--- config.mk ---
export PLATFORM = sky130hd
export DESIGN_NAME = draw_command_executor
export DESIGN_NICKNAME = d
export VERILOG_FILES = /design/src/rtl/draw_cmd_pkg.sv /design/src/rtl/draw_region_decode.sv /design/src/rtl/draw_command_executor.sv
export SDC_FILE = /design/constraint.sdc
export NUM_CORES = 1
export LEC_CHECK = 0
export ABC_AREA = 1
export BUFFER_PORTS_ARGS = -buffer_cell sky130_fd_sc_hd__buf_2
export CORE_MARGIN = 10
export CORE_UTILIZATION = 61
export DETAILED_ROUTE_END_ITERATION = 6
export PLACE_DENSITY = 0.95
export SLEW_MARGIN = 25
export SYNTH_ARGS = -nofsm -noshare
export SYNTH_HDL_FRONTEND = slang
export SYNTH_SLANG_ARGS = --single-unit
--- constraint.sdc ---
create_clock -name CLK -period 10.7 [get_ports CLK]
set_clock_uncertainty 0.1 [all_clocks]
set_input_delay 2.675 -clock CLK [delete_from_list [all_inputs] [get_ports CLK]]
set_output_delay 2.675 -clock CLK [all_outputs]
set_load 0.01 [all_outputs]
--- src/rtl/draw_cmd_pkg.sv ---
// Shared draw command codes, screen geometry and palette for the screen sequencer
// and the draw command executor.
package draw_cmd_pkg;

  localparam int unsigned SCR_W    = 160;
  localparam int unsigned SCR_H    = 120;
  localparam int unsigned NOTE_Y0  = 56;
  localparam int unsigned SCORE_Y0 = 4;
  localparam int unsigned CLEAR_Y  = 60;

  localparam logic [4:0] CMD_BG0        = 5'h00;
  localparam logic [4:0] CMD_BG1        = 5'h01;
  localparam logic [4:0] CMD_NOTE_FIRST = 5'h02;
  localparam logic [4:0] CMD_NOTE_LAST  = 5'h10;
  localparam logic [4:0] CMD_SCORE0     = 5'h11;
  localparam logic [4:0] CMD_SCORE1     = 5'h12;
  localparam logic [4:0] CMD_BG2        = 5'h13;
  localparam logic [4:0] CMD_PLAY_CLEAR = 5'h14;
  localparam logic [4:0] CMD_FINE_L     = 5'h17;
  localparam logic [4:0] CMD_FINE_R     = 5'h18;
  localparam logic [4:0] CMD_PERFECT    = 5'h19;

  localparam logic [2:0] RED    = 3'b100;
  localparam logic [2:0] YELLOW = 3'b110;
  localparam logic [2:0] WHITE  = 3'b111;
  localparam logic [2:0] BLACK  = 3'b000;

  function automatic logic is_note_cmd(input logic [4:0] cmd);
    return (cmd >= CMD_NOTE_FIRST) && (cmd <= CMD_NOTE_LAST);
  endfunction

endpackage

--- src/rtl/draw_region_decode.sv ---
// Combinational map from a draw command to its screen rectangle and colour source.
module draw_region_decode
  import draw_cmd_pkg::*;
(
  input  logic [4:0]  command,
  input  logic [3:0]  choose,
  input  logic [14:0] note_present,
  input  logic [2:0]  score_colour,
  output logic [7:0]  w,
  output logic [6:0]  h,
  output logic [7:0]  x0,
  output logic [6:0]  y0,
  output logic [2:0]  colour
);

  logic [3:0] slot;

  assign slot = 4'(command - CMD_NOTE_FIRST);

  always_comb begin
    w      = '0;
    h      = '0;
    x0     = '0;
    y0     = '0;
    colour = BLACK;
    case (command)
      CMD_BG0, CMD_BG1, CMD_BG2: begin
        w      = 8'(SCR_W);
        h      = 7'(SCR_H);
        colour = choose[3] ? WHITE : choose[2:0];
      end
      CMD_SCORE0, CMD_SCORE1: begin
        w      = 8'd15;
        h      = 7'd15;
        x0     = (command == CMD_SCORE0) ? 8'd4 : 8'd20;
        y0     = 7'(SCORE_Y0);
        colour = score_colour;
      end
      CMD_PLAY_CLEAR: begin
        w  = 8'(SCR_W);
        h  = 7'd1;
        y0 = 7'(CLEAR_Y);
      end
      CMD_FINE_L, CMD_FINE_R, CMD_PERFECT: begin
        w      = 8'd1;
        h      = 7'd32;
        y0     = 7'(NOTE_Y0 - 14);
        x0     = (command == CMD_FINE_L) ? 8'd16 :
                 (command == CMD_FINE_R) ? 8'd30 : 8'd23;
        colour = (command == CMD_PERFECT) ? WHITE : YELLOW;
      end
      default: begin
        // Codes outside the note range keep the zero-width default.
        if (is_note_cmd(command)) begin
          w      = 8'd8;
          h      = 7'd4;
          x0     = 8'd20 + {1'b0, slot, 3'b000};
          y0     = 7'(NOTE_Y0);
          colour = note_present[slot] ? RED : BLACK;
        end
      end
    endcase
  end

endmodule

--- src/rtl/draw_command_executor.sv ---
// Walks the rectangle of each new draw command pixel by pixel into the VGA adapter.
// Build option: DRAW_EXEC_SKIP_BLACK_EN suppresses plots of black note-slot pixels.
module draw_command_executor
  import draw_cmd_pkg::*;
(
  input  logic        CLK,
  input  logic        reset,
  input  logic [4:0]  command,
  input  logic [3:0]  choose,
  input  logic [14:0] note_present,
  input  logic [2:0]  score_colour,
  output logic [7:0]  x,
  output logic [6:0]  y,
  output logic [2:0]  colour,
  output logic        plot,
  output logic        busy,
  output logic        done,
  output logic        overrun
);

  localparam logic [1:0] S_IDLE  = 2'd0;
  localparam logic [1:0] S_SETUP = 2'd1;
  localparam logic [1:0] S_DRAW  = 2'd2;

  logic [1:0] state;
  logic [4:0] cmd_q;
  logic [7:0] xc;
  logic [6:0] yc;
  logic [7:0] w;
  logic [6:0] h;
  logic [7:0] x0;
  logic [6:0] y0;
  logic [2:0] region_colour;
  logic       chg;
  logic       in_draw;
  logic       last_col;
  logic       last_pix;

  draw_region_decode u_decode (
    .command      (cmd_q),
    .choose       (choose),
    .note_present (note_present),
    .score_colour (score_colour),
    .w            (w),
    .h            (h),
    .x0           (x0),
    .y0           (y0),
    .colour       (region_colour)
  );

  assign chg      = (command != cmd_q);
  assign in_draw  = (state == S_DRAW);
  assign last_col = (xc == w - 8'd1);
  assign last_pix = last_col && (yc == h - 7'd1);

  assign busy   = (state == S_SETUP) || in_draw;
  assign done   = in_draw && last_pix;
  assign x      = in_draw ? x0 + xc : '0;
  assign y      = in_draw ? y0 + yc : '0;
  assign colour = in_draw ? region_colour : '0;

`ifdef DRAW_EXEC_SKIP_BLACK_EN
  assign plot = in_draw && !(is_note_cmd(cmd_q) && region_colour == BLACK);
`else
  assign plot = in_draw;
`endif

  always_ff @(posedge CLK) begin
    if (!reset) begin
      state   <= S_IDLE;
      cmd_q   <= 5'h1F;
      xc      <= '0;
      yc      <= '0;
      overrun <= 1'b0;
    end else if (chg) begin
      cmd_q <= command;
      state <= S_SETUP;
      // A change landing on the final pixel is not an overrun: that region completed.
      if (busy && !done) overrun <= 1'b1;
    end else begin
      case (state)
        S_SETUP: begin
          xc    <= '0;
          yc    <= '0;
          state <= (w == 8'd0) ? S_IDLE : S_DRAW;
        end
        S_DRAW: begin
          if (last_col) begin
            xc <= '0;
            yc <= yc + 7'd1;
          end else begin
            xc <= xc + 8'd1;
          end
          if (last_pix) state <= S_IDLE;
        end
        default: state <= S_IDLE;
      endcase
    end
  end

endmodule

; After elaboration in Yosys (flattened, before gate mapping)
; Index checks and enable logic that the tools add are counted.
[op_classes]
n_eq_ne = 16
add_sub_neg = 8
reduce_logical = 17
n_mux = 29
magnitude_cmp = 3
bitwise = 2
[ops]
columns = op, count
row1 = $pmux W7 S4, 2
row2 = $pmux W8 S3, 2
row3 = $eq A5 B5 Y1 const B, 7
row4 = $mux W8, 4
row5 = $pmux W8 S2, 1
row6 = $mux W3, 5
row7 = $mux W7, 2
row8 = $pmux W7 S2, 1
row9 = $pmux W3 S4, 1
row10 = $add A5 B7 Y8 const A, 1
row11 = $add A8 B1 Y8 const B, 1
row12 = $add A8 B8 Y8, 1
row13 = $eq A8 B8 Y1, 1
row14 = $logic_not A8 Y1, 1
row15 = $mux W4, 2
row16 = $sub A8 B1 Y8 const B, 1
row17 = $add A7 B1 Y7 const B, 1
row18 = $add A7 B7 Y7, 1
row19 = $eq A7 B7 Y1, 1
row20 = $sub A7 B1 Y7 const B, 1
row21 = $mux W6, 1
row22 = $reduce_or A3 Y1, 2
row23 = $eq A5 B1 Y1 const B, 1
row24 = $ge A5 B2 Y1 const B, 1
row25 = 23 further kinds, 33
[word_totals]
in_bits = 29
elab_cells = 81
ff_bits = 23

; Longest topological paths before layout
[logic_depth]
word_depth = 11
mapped_depth = 21

; Hierarchy
; A second synthesis with hierarchy kept.
[hier_totals]
cells_unflattened = 499
area_unflattened_um2 = 3021.6
[modules_own_cells]
columns = module, area_each_um2, n_inst, seq_area_each_um2, cells_per_inst
row1 = draw_command_executor, 2316.0, 1, 460.4, 365
row2 = draw_region_decode, 705.7, 1, 0.0, 134

; Worst setup path after synthesis
; OpenSTA, ideal clock, no wires.
[synth_timing]
path_type = input -> output
start = input note_present[1]
end = output colour[2]
slack_ns = 4.498
cell_stages = 8
t_required_ns = 7.925
arrival_ns = 3.427
cell_sequence = o22ai_1 > o21ai_0 > o21ai_0 > inv_1 > o22ai_1 > o21ai_0 > o21ai_0 > nor2_1
[synth_between]
elab_chain_cells = 6
[synth_lines]
columns = item, line
row1 = from (decl), draw_command_executor.sv:10  ; input logic [14:0] note_present,
row2 = $bmux W1 S4, draw_region_decode.sv:59  ; colour = note_present[slot] ? RED : BLACK;
row3 = $mux W1 (not written as such), draw_region_decode.sv:59
row4 = $mux W3, draw_region_decode.sv:59
row5 = $mux W3, draw_region_decode.sv:54  ; if (is_note_cmd(command)) begin
row6 = $pmux W3 S4, draw_region_decode.sv:26  ; case (command)
row7 = $mux W3, draw_command_executor.sv:60  ; assign colour = in_draw ? region_colour : '0;
row8 = to (decl), draw_command_executor.sv:14  ; output logic [2:0] colour,
; No other way between the ends. The select of a mux whose other input is x is not followed.

; Worst setup path after layout
[layout_timing]
start = input note_present[7]
end = output colour[2]
; Same word-level chain as after synthesis.

==> flow_summary.ini <==
[run_status]
outcome = completed

[grt]
grtUsageTotal = 0.192
grt_pass1_wl_um = 12000
overflow = 0
antenna_found_initial = 0
grt_max_degree = 28
first_global_vias = 2737

[clocking]
cts_tree = done
cts_buffer_depth = 2
numClockSinks = 23
h-tree-depth = 1
cts_resized = 0
postCtsSetupBuffers = 0
holdBufCountCts = 0
clk_latency_ns = 0.27
clkTransAtPathRegs_ns = 0.09
cts_buffers = 3
root_buffer = clkbuf_8

[flow_run]
cap_viol_max_count = 0

[synth]
syn_nets = 464
synthDistinctLibCells = 39
ys_seq_elements = 23
synth_compound_area_frac = 0.144
synth.area.mux_share = 0
ys_seq_area_frac = 0.178
yosys.area_share.simple = 0.406
syn_area_um2 = 2590
syn_avg_cell_area_um2 = 6.25
async_flop_share = 0
synth-adder-area-share = 0.107
ys_warn_count = 0
synth-xor-area-share = 0.0542
synth-edff-count = 0
synth_top_family_by_area = simple AND/OR/NAND/NOR gates
synth_ff_type = dfxtp_1
synthCells = 414

[timing]
rsz0062_at_grt = no
worst_pin_slew_ns = 0.540
setup_violations = 0
min_period_over_period = 0.610
slew_headroom = 0.640
hold_viol_final = 0
drv_slew = 0
fin_setup_tns_ns = 0
fmax_mhz = 153
post-route-min-period_ns = 6.52

[placement]
io_buffer_count = 50
post-place-cells = 505
gp_congestion = 0.955
dp_hpwl_um = 5620

[power]
vdd_drop_max_mv = 0.0689
leakagePower_uw = 0.00150
power_density_nw_per_um2 = 68.8

[floorplan]
die_x_um = 85.1
pin_count = 51
coreArea_um2 = 4060
die_y_um = 85.1
dieArea_um2 = 7240
initial_core_util = 0.637
rows = 23

[critical_path]
critPathCaptureType = primary output
cp_max_fo = 1
critPathKind = input port to primary output
crit_required_ns = 7.93
start_kind = input port
ff2ff_path_depth = 15
critPathArrivalTime_ns = 3.75

[route]
wl_per_cell_um = 14.1
drt_iter0_drc = 237
drt-pass1-iter-count = 5
num_vias = 2877
viasPerCell = 5.65
drt_wl_total_um = 7190
drtAntennaViolNets = 0
drcViolationCount = 0

[finish]
area_delta_synth_final_pct = 12.0
drive_gt1_frac = 0.207
antenna_cells = 0
instances_no_fill = 509
nNetsFinal = 510

[hold_path]
hold_class = flip-flop to flip-flop
hold_path_depth = 2
registers in the layout, indices dropped and copies added (netlist names):
| register | flops |
|---|---|
| state | 2 |
| xc | 8 |
| overrun | 1 |
| cmd_q | 5 |
| yc | 7 |
power by group:
part / internal, µW / switching [µW] / leakage (µW)
Combinational: 18.5 / 31.9 / 0.00129
Clock: 26.1 / 32.0 / 0.0000255
Sequential: 87.3 / 3.53 / 0.000187
Total: 132 / 67.4 / 0.00150
routing by layer:
| metal | vias up | routed length, µm | track usage |
|---|---|---|---|
| met2 | 109 | 3540 | 0.337 |
| met1 | 1319 | 2960 | 0.223 |
| met4 | 0 | 93 | 0.0509 |
| met3 | 14 | 594 | 0.0516 |
| met5 | - | 0 | 0 |
| li1 | 1435 | - | - |
per-stage QoR:
stage / power (µW) / hold slack (ns) / setup slack (ns) / utilization / instance area [µm²]
after global routing: 210 / 0.382 / 4.01 / 0.714 / 2900
after CTS: 198 / 0.358 / 4.19 / 0.713 / 2890
final: 199 / 0.362 / 4.18 / 0.714 / 2900
after floorplan: 129 / 0.374 / 4.50 / - / 2590
after global placement: 140 / 0.339 / 4.23 / 0.702 / 2850
after detailed placement: 142 / 0.343 / 4.19 / 0.702 / 2850
area by class of cell:
cell class,count,area [µm²]
Clock buffer,3,41.3
Tap cell,50,62.6
Inverter,61,234
Multi-Input combinational cell,321,1840
Sequential cell,23,460
Clock inverter,1,5.00
Timing Repair Buffer,50,250
Fill cell,351,1160
cells in the mapped netlist (all sizes together) (3+ instances only):
cell type	number	area [µm²]
clkbuf	4	15.0
o22ai	9	56.3
nand3	36	205
inv	60	225
nor2	62	294
nor3	6	30.0
or2	3	18.8
xor2	15	131
nand2	100	432
o21ai	24	120
dfxtp	23	460
nand4	6	43.8
ha	19	238
a21oi	26	134
buf	5	36.3
critical path, cell delays in order:
cell     delay (ns)
buf_2          0.10
o22ai_1        0.16
nor2_1         0.05
o21ai_0        0.14
inv_1          0.06
o22ai_1        0.15
o21ai_0        0.09
o21ai_0        0.10
nor2_1         0.06
buf_2          0.15
worst paths after layout:
| kind | slack [ns] | start | endpoint |
|---|---|---|---|
| worst max-delay path | 4.18 | note_present[7] | colour[2] |
| worst min-delay path | 0.36 | overrun$_SDFFE_PN0P_ | overrun$_SDFFE_PN0P_ |
| worst max register to register | 7.79 | cmd_q[1]$_SDFFE_PN1P_ | state[1]$_SDFFE_PP0P_ |
| worst min register to register | 0.36 | overrun$_SDFFE_PN0P_ | overrun$_SDFFE_PN0P_ |
layout by cell type, fill, tap and decap left out, types with 7 or more instances in the layout:
master   synthesis  routed
nand2_1         89      89
nor2_1          53      53
inv_1           51      51
buf_2            2      50
nand3_1         31      31
a21oi_1         25      25
dfxtp_1         23      23
o21ai_0         22      22
ha_1            19      18
xor2_1          15      15
inv_2            9       9
o22ai_1          9       9
nand2_2          7       7
cell families after synthesis:
family / count (synthesis)
compound gates: 67
xor+xnor: 16
fa+ha+maj: 21
buf+inv: 70
flops: 23
simple gates: 217
(Power assumes the default switching activity.)
